### config.mk
export PLATFORM = sky130hd
export DESIGN_NAME = uart_cmd_controller
export DESIGN_NICKNAME = d
export VERILOG_FILES = /design/src/rtl/uart_cmd_controller.sv
export SDC_FILE = /design/constraint.sdc
export NUM_CORES = 1
export LEC_CHECK = 0
export CAP_MARGIN = 5
export CORE_ASPECT_RATIO = 0.9
export CORE_MARGIN = 2
export CORE_UTILIZATION = 30
export DETAILED_ROUTE_END_ITERATION = 6
export PLACE_DENSITY = 0.51
export SYNTH_ARGS = -nofsm -noshare
export SYNTH_HDL_FRONTEND = slang
export SYNTH_SLANG_ARGS = --single-unit
export TNS_END_PERCENT = 1
### constraint.sdc
create_clock -name clk -period 7.71 [get_ports clk]
set_input_delay 1.542 -clock clk [delete_from_list [all_inputs] [get_ports clk]]
set_output_delay 1.542 -clock clk [all_outputs]
set_load 0.01 [all_outputs]
### src/rtl/uart_cmd_controller.sv
// Command sequencer: parses SYNC/CMD/ADDR/DATA/CHK frames from the UART receiver,
// executes register reads/writes and returns a status + data byte through the transmitter.
module uart_cmd_controller #(
  parameter int unsigned NUM_REGS     = 8,
  parameter logic [7:0]  SYNC_BYTE    = 8'hA5,
  parameter int unsigned TIMEOUT_CLKS = 50000
) (
  input  logic                  clk,
  input  logic                  reset,
  input  logic [7:0]            rx_data,
  input  logic                  rx_valid,
  input  logic                  tx_busy,
  output logic [7:0]            tx_data,
  output logic                  tx_start,
  output logic [8*NUM_REGS-1:0] regs_flat,
  output logic                  cmd_done,
  output logic [7:0]            err_count
);

  localparam int unsigned AW = (NUM_REGS > 1) ? $clog2(NUM_REGS) : 1;
  localparam int unsigned TW = $clog2(TIMEOUT_CLKS + 1);

  typedef enum logic [3:0] {
    IDLE, GET_CMD, GET_ADDR, GET_DATA, GET_CHK, EXEC,
    SEND_ST, WAIT_ST, SEND_DT, WAIT_DT, DONE
  } state_t;

  state_t r_state, w_next;

  logic [7:0]            r_cmd, r_addr, r_data, r_chk, r_resp;
  logic [7:0]            r_tx_data, r_err_count;
  logic [TW-1:0]         r_tout;
  logic                  r_wait_first;
  logic [8*NUM_REGS-1:0] r_regs;

  logic                  w_in_get, w_timeout;
  logic                  w_chk_bad, w_cmd_bad, w_addr_bad, w_is_write, w_err;
  logic [7:0]            w_status, w_resp;
  logic [AW-1:0]         w_idx;

  assign w_in_get   = (r_state == GET_CMD) || (r_state == GET_ADDR) ||
                      (r_state == GET_DATA) || (r_state == GET_CHK);
  assign w_timeout  = w_in_get && !rx_valid && (r_tout == TW'(TIMEOUT_CLKS));
  assign w_idx      = r_addr[AW-1:0];
  assign w_is_write = (r_cmd == 8'h01);
  assign w_chk_bad  = (r_chk != (r_cmd ^ r_addr ^ r_data));
  assign w_cmd_bad  = (r_cmd != 8'h01) && (r_cmd != 8'h02);
  assign w_addr_bad = (32'(r_addr) >= NUM_REGS);
  assign w_err      = w_chk_bad || w_cmd_bad || w_addr_bad;

  always_comb begin
    w_status = 8'h00;
    if (w_chk_bad)       w_status = 8'hE1;
    else if (w_cmd_bad)  w_status = 8'hE2;
    else if (w_addr_bad) w_status = 8'hE3;
  end

  always_comb begin
    w_resp = 8'h00;
    if (!w_err) w_resp = w_is_write ? r_data : r_regs[{w_idx, 3'b000} +: 8];
  end

  always_comb begin
    w_next   = r_state;
    tx_start = 1'b0;
    cmd_done = 1'b0;
    case (r_state)
      IDLE:     if (rx_valid && rx_data == SYNC_BYTE) w_next = GET_CMD;
      GET_CMD:  if (rx_valid) w_next = GET_ADDR; else if (w_timeout) w_next = IDLE;
      GET_ADDR: if (rx_valid) w_next = GET_DATA; else if (w_timeout) w_next = IDLE;
      GET_DATA: if (rx_valid) w_next = GET_CHK;  else if (w_timeout) w_next = IDLE;
      GET_CHK:  if (rx_valid) w_next = EXEC;     else if (w_timeout) w_next = IDLE;
      EXEC:     w_next = SEND_ST;
      SEND_ST: begin
        if (!tx_busy) begin
          tx_start = 1'b1;
          w_next   = WAIT_ST;
        end
      end
      // first WAIT cycle may still see the pre-start low of tx_busy
      WAIT_ST:  if (!r_wait_first && !tx_busy) w_next = SEND_DT;
      SEND_DT: begin
        if (!tx_busy) begin
          tx_start = 1'b1;
          w_next   = WAIT_DT;
        end
      end
      WAIT_DT:  if (!r_wait_first && !tx_busy) w_next = DONE;
      DONE: begin
        cmd_done = 1'b1;
        w_next   = IDLE;
      end
      default:  w_next = IDLE;
    endcase
  end

  always_ff @(posedge clk) begin
    if (reset) r_state <= IDLE;
    else       r_state <= w_next;
  end

  always_ff @(posedge clk) begin
    if (reset) begin
      r_cmd        <= '0;
      r_addr       <= '0;
      r_data       <= '0;
      r_chk        <= '0;
      r_resp       <= '0;
      r_tx_data    <= '0;
      r_err_count  <= '0;
      r_tout       <= '0;
      r_wait_first <= 1'b0;
      r_regs       <= '0;
    end else begin
      r_wait_first <= tx_start;

      if (!w_in_get || rx_valid)            r_tout <= '0;
      else if (r_tout != TW'(TIMEOUT_CLKS)) r_tout <= r_tout + 1'b1;

      if (rx_valid) begin
        case (r_state)
          GET_CMD:  r_cmd  <= rx_data;
          GET_ADDR: r_addr <= rx_data;
          GET_DATA: r_data <= rx_data;
          GET_CHK:  r_chk  <= rx_data;
          default:  ;
        endcase
      end

      if (w_timeout && r_err_count != '1) r_err_count <= r_err_count + 8'd1;

      if (r_state == EXEC) begin
        r_tx_data <= w_status;
        r_resp    <= w_resp;
        if (!w_err && w_is_write) r_regs[{w_idx, 3'b000} +: 8] <= r_data;
        if (w_err && r_err_count != '1) r_err_count <= r_err_count + 8'd1;
      end

      // data byte is presented only once the status byte has fully left
      if (r_state == WAIT_ST && w_next == SEND_DT) r_tx_data <= r_resp;
    end
  end

  assign tx_data   = r_tx_data;
  assign regs_flat = r_regs;
  assign err_count = r_err_count;

endmodule
==> impl_metrics.env, run 1 <==
export IMPL_num_antenna_cells=0
export IMPL_grt_pass1_wl_mm=29.6
export IMPL_timing_worst_setup_path_type="in -> out"
export IMPL_critPathLaunchType="input port"
export IMPL_synth_top_area_cell="dfxtp_1"
export IMPL_vias=5243
export IMPL_crit_required_ps=6170
export IMPL_wl_met1_mm=9.48
export IMPL_track_usage_pct=16.5
export IMPL_finalNonFillerCells=1071
export IMPL_cp_max_fo=7
export IMPL_hp_class="reg -> reg"
export IMPL_tns_ps=0
export IMPL_irDropWorstVdd_v=0.000132
export IMPL_synth_edf_count=0
export IMPL_io_pins=94
export IMPL_highest_signal_layer="met4"
export IMPL_synth_flop_cell="dfxtp_1"
export IMPL_period_share_pct=56.3
export IMPL_total_power_mw=1.57
export IMPL_ys_seq_area_share_pct=42.8
export IMPL_crit_chain="clkdlybuf4s50_1 > nor3_1 > clkdlybuf4s50_1"
export IMPL_power_density_nw_per_um2=189
export IMPL_wl_met2_mm=7.70
export IMPL_path_buf_inv=2
export IMPL_layout_common_cells="141 x dfxtp_1, 122 x nor2_1, 92 x clkdlybuf4s50_1, 87 x mux2i_1, 46 x nand2_1"
export IMPL_drtIter0Drc=440
export IMPL_antenna_found_initial=0
export IMPL_async_flop_share_pct=0
export IMPL_cts_inserted_buffers=17
export IMPL_start_util_pct=30.5
export IMPL_clkTransAtPathRegs_ps=60
export IMPL_synthCells=698
export IMPL_htree_levels=4
export IMPL_cp_slowest_stage_delay_ps=560
export IMPL_viasPerCell=4.90
export IMPL_grt_pass1_vias=5096
export IMPL_synth_seq_cells=141
export IMPL_fillers=2153
export IMPL_worst_ep_arrival_time_ps=2800
export IMPL_clock_skew_ps=11.8
export IMPL_die_height_um=145
export IMPL_grt_max_degree=97
export IMPL_relSlewSlack_pct=17.7
export IMPL_avgSynthCellArea_um2=9.44
export IMPL_maxCapViolations=0
export IMPL_layout_drive_gt1_share_pct=8.59
export IMPL_tightestPinTransition_ps=1220
export IMPL_slowest_stage="clkdlybuf4s50_1"
export IMPL_rows=51
export IMPL_path_delay_family="buffers and inverters"
export IMPL_status="finished clean"
export IMPL_power_leakage_nw=2.73
export IMPL_post_cts_setup_buffers=0
export IMPL_hold_ws_ps=450
export IMPL_wl_met3_mm=1.27
export IMPL_rsz0062_at_grt="false"
export IMPL_dp_hpwl_mm=12.2
export IMPL_min_period_ps=4340
export IMPL_wl_mm=18.6
export IMPL_tritoncts="done"
export IMPL_core_area_um2=21600
export IMPL_yosysWarnings=0
export IMPL_yosys_area_top_type_share_pct=42.8
export IMPL_antenna_left=0
export IMPL_setup_viol=0
export IMPL_cts_buffer_depth=2
export IMPL_areaGrowthSynthToFinish_pct=26.2
export IMPL_synth_cell_type_count=50
export IMPL_synthesis_nets=715
export IMPL_clock_sinks=141
export IMPL_endpoint_kind="output port"
export IMPL_fmax_mhz=230
export IMPL_cts_resized=0
export IMPL_wl_per_cell_um=17.3
export IMPL_fin_nets=784
export IMPL_port_buffers=93
export IMPL_cts_hold_buffers=0
export IMPL_dp_cells=1039
export IMPL_route_detailed_drc=0
export IMPL_place_congestion=0.752
export IMPL_dieWidth_um=160
export IMPL_syn_area_um2=6590
export IMPL_path_common_cell="clkdlybuf4s50_1"
export IMPL_mostFrequentLayoutCell="dfxtp_1"
export IMPL_grt_overflow=0
export IMPL_synthTopCellsByArea="dfxtp_1 43%, mux2i_1 13%, nor2_1 6.9%"
export IMPL_clock_root_buffer="clkbuf_16"
export IMPL_maxSlewViolCount=0
export IMPL_clkLatencyLatePin_ps=430
export IMPL_dieArea_um2=23200
export IMPL_hold_viol=0
export IMPL_firstDrtPassIters=4
==> routing by layer <==
layer / vias up / GRT usage (%)
met4: 0 / 3.98
met3: 9 / 4.76
met5: - / 0
li1: 2603 / -
met1: 2495 / 23.8
met2: 136 / 24.1
==> worst register-to-register path: cells and delay by family (launching register included) <==
kind,cells,cell delay [ps]
DFF,1,690
muxes,1,270
and+or+nand+nor,5,2680
==> worst paths after layout <==
path         cells after the start  slack, ps       endpoint       start
max                              3       3370       tx_start     tx_busy
min                              2        450     tx_data[3]   r_resp[3]
max reg2reg                      6       3920  regs_flat[19]  r_state[0]
min reg2reg                      2        450     tx_data[3]   r_resp[3]
==> stage by stage <==
| stage | util, % | instance area (um2) | setup slack [ps] |
|---|---|---|---|
| floorplan | - | 6590 | 4340 |
| global placement | 35.8 | 7740 | 3360 |
| detailed placement | 35.8 | 7740 | 3360 |
| CTS | 38.4 | 8320 | 3360 |
| global route | 38.4 | 8320 | 3250 |
| finish | 38.4 | 8320 | 3370 |
==> cells in the mapped netlist, drive strengths merged (3+ instances only) <==
master   instances
a22oi            5
mux2i           87
or4             10
ha               5
nor2b            3
and2             3
o21ai            7
inv              8
nand2           47
nand2b           7
a21oi           38
xnor2           26
nor3             4
clkbuf          41
buf              6
or3              3
and3             7
nor4            13
o2111ai          8
nand3           37
dfxtp          141
mux4            16
o31ai            7
nand4            9
nor2           122
xor2            13
nor3b            4
==> state kept, by name (all words and copies together) (netlist names) <==
signal,flops
r_addr,8
tx_data,8
regs_flat,64
r_resp,8
r_tout,16
r_chk,8
r_cmd,8
r_wait_first,1
err_count,8
r_state,4
r_data,8
==> area by class of cell <==
class	count	area [um2]	share of cell area, %
flip-flops and latches	141	2820	33.9
clock inverters	14	149	1.79
multi-input cells	501	3560	42.8
well taps	291	364	4.38
inverters	9	33.8	0.406
repair buffers	97	958	11.5
clock buffers	18	429	5.16
==> power by group <==
part	internal [mW]	switching, mW	total [mW]	leakage (nW)
clock network	0.457	0.360	0.817	0.278
registers	0.728	0.000136	0.728	1.13
logic	0.00691	0.0189	0.0258	1.32
==> logic make-up after synthesis <==
group                    after synthesis  share of synthesized area (%)
AO/OA/AOI/OAI                         74                           6.98
XOR/XNOR                              39                           5.18
adder cells (fa/ha/maj)                5                          0.949
buffers and inverters                 56                           3.28
flip-flops                           141                           42.8
multiplexers                         103                           18.7
AND/OR/NAND/NOR                      280                           22.1
(Power assumes the default switching activity.)
==> run 2, diff against run 1 <==
--- a/config.mk
+++ b/config.mk
@@ -10,7 +10,7 @@
 export CORE_MARGIN = 2
 export CORE_UTILIZATION = 30
 export DETAILED_ROUTE_END_ITERATION = 6
-export PLACE_DENSITY = 0.51
+export PLACE_DENSITY = 0.53
 export SYNTH_ARGS = -nofsm -noshare
 export SYNTH_HDL_FRONTEND = slang
 export SYNTH_SLANG_ARGS = --single-unit
==> constraint.sdc (replaced) <==
create_clock -name clk -period 3.6 [get_ports clk]
set_input_delay 0.72 -clock clk [delete_from_list [all_inputs] [get_ports clk]]
set_output_delay 0.72 -clock clk [all_outputs]
set_load 0.01 [all_outputs]
==> impl_metrics.env, run 2 (same netlist as run 1, synthesis figures left out) <==
export IMPL_p_switching_mw=0.749
export IMPL_grt_pass1_vias=5299
export IMPL_power_frac_seq_pct=48.1
export IMPL_cts_hold_buffers=0
export IMPL_switching_share_pct=23.1
export IMPL_final_area_um2=8490
export IMPL_largest_register_ffs=64
export IMPL_core_area_um2=21600
export IMPL_power_leakage_nw=2.86
export IMPL_hold_viol=0
export IMPL_critPathLaunchType="register"
export IMPL_dieWidth_um=160
export IMPL_layout_common_cells="141 x dfxtp_1, 122 x nor2_1, 92 x clkdlybuf4s50_1, 87 x mux2i_1, 46 x nand2_1"
export IMPL_cp_slowest_stage_delay_ps=560
export IMPL_route_detailed_drc=0
export IMPL_fin_nets=811
export IMPL_power_share_clock_pct=50.2
export IMPL_rows=51
export IMPL_vias=5353
export IMPL_hp_class="reg -> reg"
export IMPL_clkLatencyLatePin_ps=420
export IMPL_tns_ps=0
export IMPL_p_int_mw=2.50
export IMPL_firstDrtPassIters=4
export IMPL_htree_levels=4
export IMPL_mostFrequentLayoutCell="dfxtp_1"
export IMPL_grt_max_degree=63
export IMPL_p_comb_share_pct=1.7
export IMPL_maxSlewViolCount=0
export IMPL_tightestPinTransition_ps=922
export IMPL_setup_viol=0
export IMPL_path_depth=4
export IMPL_num_antenna_cells=0
export IMPL_power_density_nw_per_um2=382
export IMPL_crit_required_ps=2880
export IMPL_worst_ep_arrival_time_ps=2150
export IMPL_min_period_ps=2870
export IMPL_antenna_left=0
export IMPL_die_height_um=145
export IMPL_rsz0062_at_grt="false"
export IMPL_cts_inserted_buffers=17
export IMPL_post_cts_setup_buffers=0
export IMPL_timing_worst_setup_path_type="reg -> out"
export IMPL_path_buf_inv=1
export IMPL_crit_chain="and2b_1 > a21oi_1 > nor3_1 > clkdlybuf4s50_1"
export IMPL_rr_worst_depth=6
export IMPL_dp_hpwl_mm=12.7
export IMPL_place_area_um2=7940
export IMPL_clock_root_buffer="clkbuf_16"
export IMPL_grt_pass1_wl_mm=29.8
export IMPL_period_share_pct=79.8
export IMPL_io_pins=94
export IMPL_whs_path_depth=2
export IMPL_status="finished clean"
export IMPL_endpoint_kind="output port"
export IMPL_slowest_stage="clkdlybuf4s50_1"
export IMPL_wl_per_cell_um=17.1
export IMPL_antenna_found_initial=0
export IMPL_irDropWorstVdd_v=0.000294
export IMPL_fmax_mhz=348
export IMPL_viasPerCell=4.88
export IMPL_place_congestion=0.812
export IMPL_cts_buffer_depth=2
export IMPL_start_util_pct=30.5
export IMPL_track_usage_pct=16.8
export IMPL_clock_skew_ps=10.4
export IMPL_grt_overflow=0
export IMPL_port_buffers=93
export IMPL_layout_drive_gt1_share_pct=11.6
export IMPL_maxCapViolations=0
export IMPL_wl_mm=18.7
export IMPL_relSlewSlack_pct=38.1
export IMPL_cp_max_fo=13
export IMPL_cts_resized=0
export IMPL_dieArea_um2=23200
export IMPL_tritoncts="done"
export IMPL_clock_sinks=141
export IMPL_areaGrowthSynthToFinish_pct=28.7
export IMPL_drtIter0Drc=316
export IMPL_path_delay_family="buffers and inverters"
export IMPL_clkTransAtPathRegs_ps=60
-- run 2: worst paths after layout --
path              startpoint            to  slack, ps
hold reg to reg    r_resp[2]    tx_data[2]        450
setup reg to reg  r_state[1]  err_count[7]        930
setup / recovery  r_state[2]      tx_start        730
hold / removal     r_resp[2]    tx_data[2]        450
-- run 2: worst reg2reg max path, cell delays in order (launching register included) --
cell	delay (ps)
dfxtp_1	510
nor2b_1	280
buf_4	210
and2_1	440
o21ai_1	430
or4_1	600
a21oi_1	140
-- run 2: area by class of cell --
class	instances	area [um2]
clock buffers	20	457
clock inverters	12	88.8
fillers	2178	13100
inverters	9	33.8
multi-input cells	501	3560
flip-flops and latches	141	2820
well taps	291	364
repair buffers	124	1160
-- run 2: per-stage QoR --
stage | utilization (%) | hold slack [ps] | std cells | worst slack, ps | total power [mW]
global placement | 36.7 | 444 | 1066 | 836 | 1.65
detailed placement | 36.7 | 449 | 1066 | 760 | 1.65
CTS | 39.2 | 458 | 1098 | 716 | 3.29
global route | 39.2 | 478 | 1098 | 589 | 3.37
floorplan | - | 432 | 698 | 633 | 1.62
finish | 39.2 | 452 | 1098 | 726 | 3.24
-- run 2: layer usage --
layer	wire length, um	global-route usage, %
met2	7890	24.9
met1	9560	23.8
met3	1100	4.99
met5	0	0
met4	184	4.22
-- run 2: power by group through the flow --
stage	Clock (mW)	Combinational (mW)	Sequential, mW
after floorplan	0	0.0265	1.59
after global placement	0	0.0566	1.60
after detailed placement	0	0.0562	1.60
after CTS	1.67	0.0564	1.56
after global routing	1.75	0.0608	1.56
final	1.63	0.0562	1.56
